[config.mk]
export PLATFORM = sky130hd
export DESIGN_NAME = uart_prog_loader_flat
export DESIGN_NICKNAME = d
export VERILOG_FILES = /design/src/rtl/uart_prog_loader_if.sv /design/src/rtl/uart_prog_loader.sv /design/src/flat_wrapper.sv
export SDC_FILE = /design/constraint.sdc
export NUM_CORES = 1
export LEC_CHECK = 0
export BUFFER_PORTS_ARGS = -buffer_cell sky130_fd_sc_hd__buf_2
export CORE_ASPECT_RATIO = 0.9
export CORE_MARGIN = 4
export CORE_UTILIZATION = 55
export CTS_BUF_LIST = sky130_fd_sc_hd__clkbuf_16
export DETAILED_ROUTE_END_ITERATION = 8
export GPL_TIMING_DRIVEN = 1
export PLACE_DENSITY_LB_ADDON = 0.08
export SLEW_MARGIN = 30
export SYNTH_ARGS = -nofsm -noshare
export SYNTH_HDL_FRONTEND = slang
export SYNTH_SLANG_ARGS = --single-unit
[constraint.sdc]
create_clock -name clk -period 2.3 [get_ports clk]
set_input_delay 0.345 -clock clk [delete_from_list [all_inputs] [get_ports clk]]
set_output_delay 0.345 -clock clk [all_outputs]
set_load 0.03 [all_outputs]
[src/rtl/uart_prog_loader_if.sv]
// rtl/uart_prog_loader_if.sv - instruction-memory write port bundle for the UART program loader
interface uart_prog_loader_if #(
  parameter int ADDR_W = 8
);
  logic              imem_we;
  logic [ADDR_W-1:0] imem_addr;
  logic [31:0]       imem_data;

  modport master (
    output imem_we,
    output imem_addr,
    output imem_data
  );

  modport slave (
    input imem_we,
    input imem_addr,
    input imem_data
  );
endinterface

[src/rtl/uart_prog_loader.sv]
// rtl/uart_prog_loader.sv - UART 8N1 receiver and image loader that fills instruction memory and gates CPU reset
module uart_prog_loader #(
  parameter int CLKS_PER_BIT = 434,
  parameter int ADDR_W       = 8
) (
  input  logic                clk,
  input  logic                rst_n,
  input  logic                rxd,
  uart_prog_loader_if.master  imem,
  output logic                cpu_rst_n,
  output logic                busy,
  output logic                done,
  output logic                err
);

  localparam int              CW      = $clog2(CLKS_PER_BIT + 1);
  localparam logic [CW-1:0]   FULL_M1 = CW'(CLKS_PER_BIT - 1);
  localparam logic [CW-1:0]   HALF_M1 = CW'((CLKS_PER_BIT / 2 > 0) ? (CLKS_PER_BIT / 2 - 1) : 0);
  localparam int              WCW     = ADDR_W + 1;
  localparam logic [7:0]      HDR     = 8'hA5;

  typedef enum logic [1:0] {R_IDLE, R_START, R_DATA, R_STOP} rx_state_t;
  typedef enum logic [2:0] {L_HDR, L_CNT, L_DATA, L_SUM, L_DONE, L_ERR} ld_state_t;

  logic              rxd_s1, rxd_s2, rxd_d;
  logic              rx_fall;
  rx_state_t         rx_state, rx_next;
  logic [CW-1:0]     rx_cnt;
  logic [2:0]        rx_bit;
  logic [7:0]        rx_shift;
  logic              rx_tick;
  logic              byte_valid;
  logic              frame_err;

  ld_state_t         ld_state, ld_next;
  logic [1:0]        byte_idx;
  logic [WCW-1:0]    words_left;
  logic [7:0]        csum;
  logic              we_q;
  logic [ADDR_W-1:0] addr_q;
  logic [31:0]       data_q;
  logic              last_byte, last_word;

  // Two-flop synchronizer plus one delay stage for start-bit edge detection
  always_ff @(posedge clk or negedge rst_n) begin
    if (!rst_n) begin
      rxd_s1 <= 1'b1;
      rxd_s2 <= 1'b1;
      rxd_d  <= 1'b1;
    end else begin
      rxd_s1 <= rxd;
      rxd_s2 <= rxd_s1;
      rxd_d  <= rxd_s2;
    end
  end

  assign rx_fall = rxd_d & ~rxd_s2;

  // Receiver state register
  always_ff @(posedge clk or negedge rst_n) begin
    if (!rst_n) rx_state <= R_IDLE;
    else        rx_state <= rx_next;
  end

  // Receiver next state, sample ticks and byte/frame-error pulses
  always_comb begin
    rx_next    = rx_state;
    rx_tick    = 1'b0;
    byte_valid = 1'b0;
    frame_err  = 1'b0;
    case (rx_state)
      R_IDLE:  if (rx_fall) rx_next = R_START;
      R_START: if (rx_cnt == HALF_M1) begin
                 rx_tick = 1'b1;
                 rx_next = rxd_s2 ? R_IDLE : R_DATA;
               end
      R_DATA:  if (rx_cnt == FULL_M1) begin
                 rx_tick = 1'b1;
                 if (rx_bit == 3'd7) rx_next = R_STOP;
               end
      R_STOP:  if (rx_cnt == FULL_M1) begin
                 rx_tick = 1'b1;
                 rx_next = R_IDLE;
                 if (rxd_s2) byte_valid = 1'b1;
                 else        frame_err  = 1'b1;
               end
      default: rx_next = R_IDLE;
    endcase
  end

  // Bit timer, bit index and LSB-first shift register
  always_ff @(posedge clk or negedge rst_n) begin
    if (!rst_n) begin
      rx_cnt   <= '0;
      rx_bit   <= '0;
      rx_shift <= '0;
    end else begin
      if (rx_state == R_IDLE || rx_tick) rx_cnt <= '0;
      else                               rx_cnt <= rx_cnt + 1'b1;
      if (rx_state == R_DATA && rx_tick) begin
        rx_shift <= {rxd_s2, rx_shift[7:1]};
        rx_bit   <= rx_bit + 1'b1;
      end else if (rx_state != R_DATA) begin
        rx_bit <= '0;
      end
    end
  end

  assign last_byte = (byte_idx == 2'd3);
  assign last_word = (words_left == WCW'(1));

  // Loader state register
  always_ff @(posedge clk or negedge rst_n) begin
    if (!rst_n) ld_state <= L_HDR;
    else        ld_state <= ld_next;
  end

  // Loader next state; a frame error mid-image always wins
  always_comb begin
    ld_next = ld_state;
    case (ld_state)
      L_HDR:   if (byte_valid && rx_shift == HDR) ld_next = L_CNT;
      L_CNT:   if (frame_err) ld_next = L_ERR;
               else if (byte_valid) ld_next = L_DATA;
      L_DATA:  if (frame_err) ld_next = L_ERR;
               else if (byte_valid && last_byte && last_word) ld_next = L_SUM;
      L_SUM:   if (frame_err) ld_next = L_ERR;
               else if (byte_valid) ld_next = (rx_shift == csum) ? L_DONE : L_ERR;
      L_DONE,
      L_ERR:   if (byte_valid && rx_shift == HDR) ld_next = L_CNT;
      default: ld_next = L_HDR;
    endcase
  end

  // Word assembly, checksum, write strobe and address/word-count bookkeeping
  always_ff @(posedge clk or negedge rst_n) begin
    if (!rst_n) begin
      we_q       <= 1'b0;
      addr_q     <= '0;
      data_q     <= '0;
      csum       <= '0;
      byte_idx   <= '0;
      words_left <= '0;
    end else begin
      we_q <= (ld_state == L_DATA) && byte_valid && last_byte;
      if (ld_state == L_CNT && byte_valid) begin
        words_left <= (rx_shift == 8'd0) ? WCW'(1 << ADDR_W) : WCW'(rx_shift);
        addr_q     <= '0;
        csum       <= '0;
        byte_idx   <= '0;
      end else if (ld_state == L_DATA && byte_valid) begin
        data_q   <= {data_q[23:0], rx_shift};
        csum     <= csum ^ rx_shift;
        byte_idx <= byte_idx + 1'b1;
      end
      if (we_q) begin
        addr_q     <= addr_q + 1'b1;
        words_left <= words_left - 1'b1;
      end
    end
  end

  // Status outputs registered from the next loader state so they are glitch-free
  always_ff @(posedge clk or negedge rst_n) begin
    if (!rst_n) begin
      cpu_rst_n <= 1'b0;
      done      <= 1'b0;
      err       <= 1'b0;
      busy      <= 1'b0;
    end else begin
      cpu_rst_n <= (ld_next == L_DONE);
      done      <= (ld_next == L_DONE);
      err       <= (ld_next == L_ERR);
      busy      <= (ld_next == L_CNT) || (ld_next == L_DATA) || (ld_next == L_SUM);
    end
  end

  assign imem.imem_we   = we_q;
  assign imem.imem_addr = addr_q;
  assign imem.imem_data = data_q;

endmodule

[src/flat_wrapper.sv]
// flat-port wrapper written by rule: the top's interface ports become plain ports
module uart_prog_loader_flat 
#(
  parameter int CLKS_PER_BIT = 434,
  parameter int ADDR_W       = 8
)
  (clk, rst_n, rxd, cpu_rst_n, busy, done, err, imem_imem_we, imem_imem_addr, imem_imem_data);
  uart_prog_loader_if #(.ADDR_W(ADDR_W)) imem_i ();
  input  logic clk;
  input  logic rst_n;
  input  logic rxd;
  output logic cpu_rst_n;
  output logic busy;
  output logic done;
  output logic err;
  output wire logic [$bits(imem_i.imem_we)-1:0] imem_imem_we;
  output wire logic [$bits(imem_i.imem_addr)-1:0] imem_imem_addr;
  output wire logic [$bits(imem_i.imem_data)-1:0] imem_imem_data;
  assign imem_imem_we = imem_i.imem_we;
  assign imem_imem_addr = imem_i.imem_addr;
  assign imem_imem_data = imem_i.imem_data;
  uart_prog_loader #(.CLKS_PER_BIT(CLKS_PER_BIT), .ADDR_W(ADDR_W)) u_core (.clk(clk), .rst_n(rst_n), .rxd(rxd), .imem(imem_i), .cpu_rst_n(cpu_rst_n), .busy(busy), .done(done), .err(err));
endmodule
==> run summary, run 1 <==
Pwr dens: 726 nW/um^2
Start point of the critical path: u_core.rx_cnt[1]
Crit path DAT: 2230 ps
Period utilisation layout: 0.872
CP required: 2530 ps
Adder-cell share of the synthesized area: 0.0264
Final GP Congestion: 0.846
Largest area contributor in the netlist: dfrtp_1
Yosys cell types: 52
Crit path max fanout: 8
Global-route usage over all layers: 0.199
Clock skew: 5.91 ps
I/O pin total: 48
Post-synthesis xor/xnor area fraction: 0.0411
Max-slew headroom: 0.484
Crit-path cells: inv_1 > ha_1 > nor4b_4 > nand4_1 > or2_1 > o22a_1 > o21a_1
Final core occ: 0.654
Area Growth Syn to Fin: 15.6%
Final hold vios: 0
Placed cells: 583
Drt drc: 0
Area of the multi-input gates: 1850 um^2
Post-synth net total: 463
Mux share of post-synthesis cell area: 0.0235
CTS buffer count: 9
Largest cells by area after synthesis: dfrtp_1, nand2_1, xnor2_1
Worst setup EP type: flop
Top cell type's share of synthesized area: 0.516
Diode count: 0
Drt total wl: 8.50 mm
Final setup fails: 0
First-pass GRT wire length: 14.9 mm
Die width: 101 um
Seq/Total Area, Yosys: 0.535
Row count: 30
Yosys warnings: 0
RSZ-0062 raised after global routing: no
Number of fill cells in the layout: 608
Compound-Gate Fraction of Synth Area: 0.0909
Worst-path clk slew: 60 ps
Vias/cell: 5.42
Max Freq: 0.499 GHz
Largest family of logic cells by synthesized area: simple AND/OR/NAND/NOR gates
Antenna Nets Post-Route: 0
Mean Syn Cell Area: 9.46 um^2
Critical path's largest stage delay: 390 ps
Post-synthesis instance total: 451
1st-iter DRT viols: 166
Vias: 3253
Initial Utilization: 0.565
Final min period: 2000 ps
Core Area: 7540 um^2
Setup TNS Final: 0 ps
Pin count of the biggest net entering global routing: 42
H-tree lvl count: 3
CTS max path bufs: 2
Synth Area in Simple Gates: 0.252
Async S/R FF share, synth: 1.00
Die area: 9230 um^2
WL/cell: 14.2 um
Reg2reg path depth: 7
R2R Path Start: u_core.rx_cnt[1]
Crit path launch type: flop
Total clock sinks: 91
Kind of critical path: flop to flop
R2r setup slk: 300 ps
Final Max Slew Viols: 0
Max VDD drop: 0.791 mV
Worst r2r dst: u_core.words_left[7]
Number of flops mapped to enable cells by yosys: 0
Total congestion overflow: 0
Layout Nets: 511
Vert. Die Dim: 91.5 um
Mapped Area: 4270 um^2
Post-synth top cells: nand2_1, dfrtp_1, nor2_1
Number of global-route vias before repair: 3164
Share of cells above drive strength 1: 0.192
Root Driver: clkbuf_16
Postcts setup bufs: 0
Static leakage: 2.60 nW
Actual transition at the worst max-transition pin: 771 ps
Flops & latches, synth: 91
Worst setup endpoint: u_core.words_left[7]
Status: finished clean
Main synth FF type: dfrtp_1
CTS tree: yes
Port Buffers: 47
Post-DP HPWL: 5.97 mm
Storage element area: 2280 um^2
Max-cap violations: 0
Clk_lat worst skew: 330 ps
Non-filler cells, final: 600
Initial antenna violation count: 0
Drt pass-1 iters: 5
Min-delay worst type: input pin to flop
Crit path max-delay cell type: dfrtp_1
Most frequent cell after synthesis: nand2_1
kinds of logic (layout without fill, tap and decap cells):
kind of cell / Yosys count / count (layout)
simple gates: 226 / 226
flops: 91 / 91
compound gates: 66 / 66
buf+inv: 30 / 83
xor+xnor: 20 / 20
fa+ha+maj: 9 / 9
mux: 9 / 9
layout make-up:
type	instances	area share
flip-flops and latches	91	0.462
multi-input cells	330	0.375
repair buffers	57	0.0690
clock buffers	9	0.0457
well taps	96	0.0244
clock inverters	7	0.0155
inverters	10	0.00761
critical path: cells and delay by family (launching register included):
| kind | cells | cell delay [ps] |
|---|---|---|
| adders and majority gates | 1 | 220 |
| AOI/OAI and AO/OA | 2 | 340 |
| DFF | 1 | 390 |
| and+or+nand+nor | 3 | 880 |
| buffers and inverters | 1 | 80 |
timing repair:
item,in CTS,in global routing
gates resized for setup,0,0
hold endpoints to repair,34,0
setup endpoints to repair,0,0
hold buffers,1,0
flip-flops by register name, summed over array words and instances (netlist names), named ones only:
register and cells:
u_core.err 1, u_core.rx_cnt 9, u_core.rxd_s2 1, u_core.words_left 9
u_core.csum 8, u_core.imem.imem_addr 8, u_core.rx_shift 8, u_core.rx_bit 3
u_core.cpu_rst_n 1, u_core.ld_state 3, u_core.rxd_s1 1, u_core.byte_idx 2
u_core.rx_state 1, u_core.busy 1, u_core.imem.imem_data 32, u_core.rxd_d 1
u_core.imem.imem_we 1
layer usage:
layer | up-vias | track usage | part of all wire
met1 | 1570 | 0.271 | 0.48
li1 | 1615 | - | -
met2 | 62 | 0.322 | 0.47
met3 | 6 | 0.0392 | 0.039
met4 | 0 | 0.0550 | 0.0096
met5 | - | 0 | 0
power by group:
group | internal (mW) | total [mW] | switching [mW]
Clock | 0.849 | 1.47 | 0.616
Combinational | 0.158 | 0.335 | 0.177
Sequential | 1.67 | 1.78 | 0.106
stage by stage:
step	instance area, um^2	hold WS (ps)	setup slack [ps]	power (mW)
after floorplan	4270	49.4	398	2.04
after detailed placement	4620	332	302	2.14
after global routing	4930	104	82.9	3.74
after global placement	4620	326	318	2.14
after CTS	4930	103	280	3.62
final	4930	111	295	3.58
layout by cell type, fill, tap and decap left out, types with 8 or more instances in the layout:
cell / n
nand2_1: 124
dfrtp_1: 88
buf_2: 46
nor2_1: 29
o21ai_0: 21
nand3_1: 17
xnor2_1: 15
o21ai_1: 14
a21oi_1: 13
inv_1: 10
nor2_2: 9
ha_1: 9
clkbuf_16: 9
mux2_2: 8
buf_4: 8
how the worst min path moves through the flow:
stage | from | endpoint | slack (ps) | cells after the start
2_1_floorplan | rst_n | asynchronous set/reset pin | 50 | 0
3_3_place_gp | rst_n | u_core.imem.imem_data[26] | 330 | 1
3_5_place_dp | rst_n | u_core.imem.imem_data[27] | 330 | 1
4_1_cts | rxd | u_core.rxd_s1 | 100 | 1
5_1_grt | rxd | u_core.rxd_s1 | 100 | 1
6_report | rxd | u_core.rxd_s1 | 110 | 1
Power figures use the tool's default switching activity.
==> run 2, diff against run 1 <==
--- a/config.mk
+++ b/config.mk
@@ -13,6 +13,7 @@
 export DETAILED_ROUTE_END_ITERATION = 8
 export GPL_TIMING_DRIVEN = 1
 export PLACE_DENSITY_LB_ADDON = 0.08
+export SKIP_LAST_GASP = 1
 export SLEW_MARGIN = 30
 export SYNTH_ARGS = -nofsm -noshare
 export SYNTH_HDL_FRONTEND = slang
==> constraint.sdc (replaced) <==
create_clock -name clk -period 2.5 [get_ports clk]
set_input_delay 0.375 -clock clk [delete_from_list [all_inputs] [get_ports clk]]
set_output_delay 0.375 -clock clk [all_outputs]
set_load 0.03 [all_outputs]
==> run summary, run 2 (synthesis results as in run 1) <==
Postcts setup bufs: 0 (unchanged)
Root Driver: clkbuf_16
Post-DP HPWL: 6.22 mm (+4.3%)
Port Buffers: 47 (unchanged)
1st-iter DRT viols: 170 (+2.4%)
H-tree lvl count: 3 (unchanged)
Initial antenna violation count: 0 (unchanged)
Row count: 30 (unchanged)
Crit path DAT: 2310 ps (+80 ps)
Core Area: 7540 um^2 (unchanged)
Static leakage: 2.57 nW (-1.0%)
Most frequent cells in the layout: nand2_1, dfrtp_1, buf_2
Vias/cell: 5.40 (-0.45%)
Number of global-route vias before repair: 3195 (+0.98%)
Max-slew headroom: 0.493 (+0.00918)
Pwr dens: 655 nW/um^2 (-9.8%)
Max-cap violations: 0 (unchanged)
Die width: 101 um (unchanged)
Total clock sinks: 91 (unchanged)
Drt pass-1 iters: 4 (-1)
Vias: 3233 (-0.61%)
Max reg flops: 32 (unchanged)
Max Freq: 0.486 GHz (-2.5%)
Drt drc: 0 (unchanged)
Layout Nets: 510 (-0.20%)
Number of fill cells in the layout: 644 (+5.9%)
Area after DPL: 4600 um^2 (-0.54%)
Period utilisation layout: 0.823 (-0.0490)
Status: finished clean
Most common cell after layout, fill and taps aside: nand2_1
Final min period: 2060 ps (+51.8 ps)
CTS tree: yes
Min-delay worst type: input pin to asynchronous set/reset pin
Global-route usage over all layers: 0.211 (+0.0120)
Final instance area: 4870 um^2 (-1.3%)
Pin count of the biggest net entering global routing: 42 (unchanged)
Clk_lat worst skew: 340 ps (about the same)
Initial Utilization: 0.565 (unchanged)
Final setup fails: 0 (unchanged)
Drt total wl: 9.02 mm (+6.1%)
Area Growth Syn to Fin: 14.1%
Worst setup EP type: flop
Final Max Slew Viols: 0 (unchanged)
Crit path max fanout: 41 (+33)
Crit path launch type: flop
Max VDD drop: 0.461 mV (-42%)
Setup TNS Final: 0 ps (unchanged)
Total congestion overflow: 0 (unchanged)
# resized after CTS: 0 (unchanged)
CTS buffer count: 9 (unchanged)
CP required: 2760 ps (+230 ps)
Antenna Nets Post-Route: 0 (unchanged)
WL/cell: 15.1 um (+6.2%)
Actual transition at the worst max-transition pin: 757 ps (-13.7 ps)
Share of cells above drive strength 1: 0.193 (+0.000383)
Final GP Congestion: 0.827 (-2.2%)
Die area: 9230 um^2 (unchanged)
CTS Hold Buffers Added: 0 (-1)
Clock skew: 6.24 ps (+0.338 ps)
Vert. Die Dim: 91.5 um (unchanged)
Final hold vios: 0 (unchanged)
Diode count: 0 (unchanged)
First-pass GRT wire length: 15.6 mm (+5.3%)
Kind of critical path: flop to flop
CTS max path bufs: 2 (unchanged)
Worst-path clk slew: 70 ps (about the same)
RSZ-0062 raised after global routing: no
I/O pin total: 48 (unchanged)
[run 2: changes by cell type in the layout (fill, tap and decap cells not counted), moves of 2 or more]
cell | before | now
buf_12 | 2 | 0
buf_4 | 8 | 10
clkinv_2 | 0 | 2
clkinv_4 | 2 | 0
clkinvlp_4 | 1 | 3
[run 2: cell type report]
class	instances	area, um^2	share of cell area
flip-flops and latches	91	2280	0.469
multi-input cells	330	1850	0.381
repair buffers	56	305	0.0627
clock buffers	9	225	0.0463
well taps	96	120	0.0247
clock inverters	7	45.0	0.00926
inverters	10	37.5	0.00771
[run 2: per-layer routing]
layer  share of wire  track usage
met5               0            0
met4          0.0049       0.0382
met3           0.053       0.0553
met2            0.47        0.329
met1            0.47        0.299
[run 2: final timing paths]
path	from	end	cells past startpoint	slack, ps
hold reg to reg	u_core.rxd_s1	u_core.rxd_s2	0	360
hold / removal	rst_n	u_core.imem.imem_data[18]	1	20
setup / recovery	u_core.rx_cnt[1]	u_core.csum[3]	8	440
min in group clk	rxd	u_core.rxd_s1	1	140
max in group asynchronous	rst_n	u_core.rx_cnt[1]	2	1760
setup reg to reg	u_core.rx_cnt[1]	u_core.csum[3]	8	440
[run 2: critical path, stage by stage (launching register included)]
cell       delay, ps
dfrtp_1          410
inv_1            100
ha_1             220
nand4bb_4        130
or4_1            520
buf_4            290
nor2_2           120
o21ai_1           60
o21ai_1          120
[run 2: power breakdown]
| group | internal, mW | switching (mW) |
|---|---|---|
| logic | 0.143 | 0.168 |
| clock network | 0.669 | 0.558 |
| registers | 1.54 | 0.108 |
[run 2: metrics by stage]
| stage | total power [mW] | utilization | setup slack [ps] | cells | hold WS (ps) |
|---|---|---|---|---|---|
| final | 3.19 | 0.645 | 443 | 599 | 16.0 |
| after floorplan | 1.88 | - | 598 | 451 | 79.4 |
| after detailed placement | 1.98 | 0.609 | 470 | 583 | 352 |
| after global placement | 1.97 | 0.609 | 537 | 583 | 345 |
| after global routing | 3.34 | 0.645 | 226 | 599 | 45.8 |
| after CTS | 3.22 | 0.645 | 441 | 599 | 32.2 |
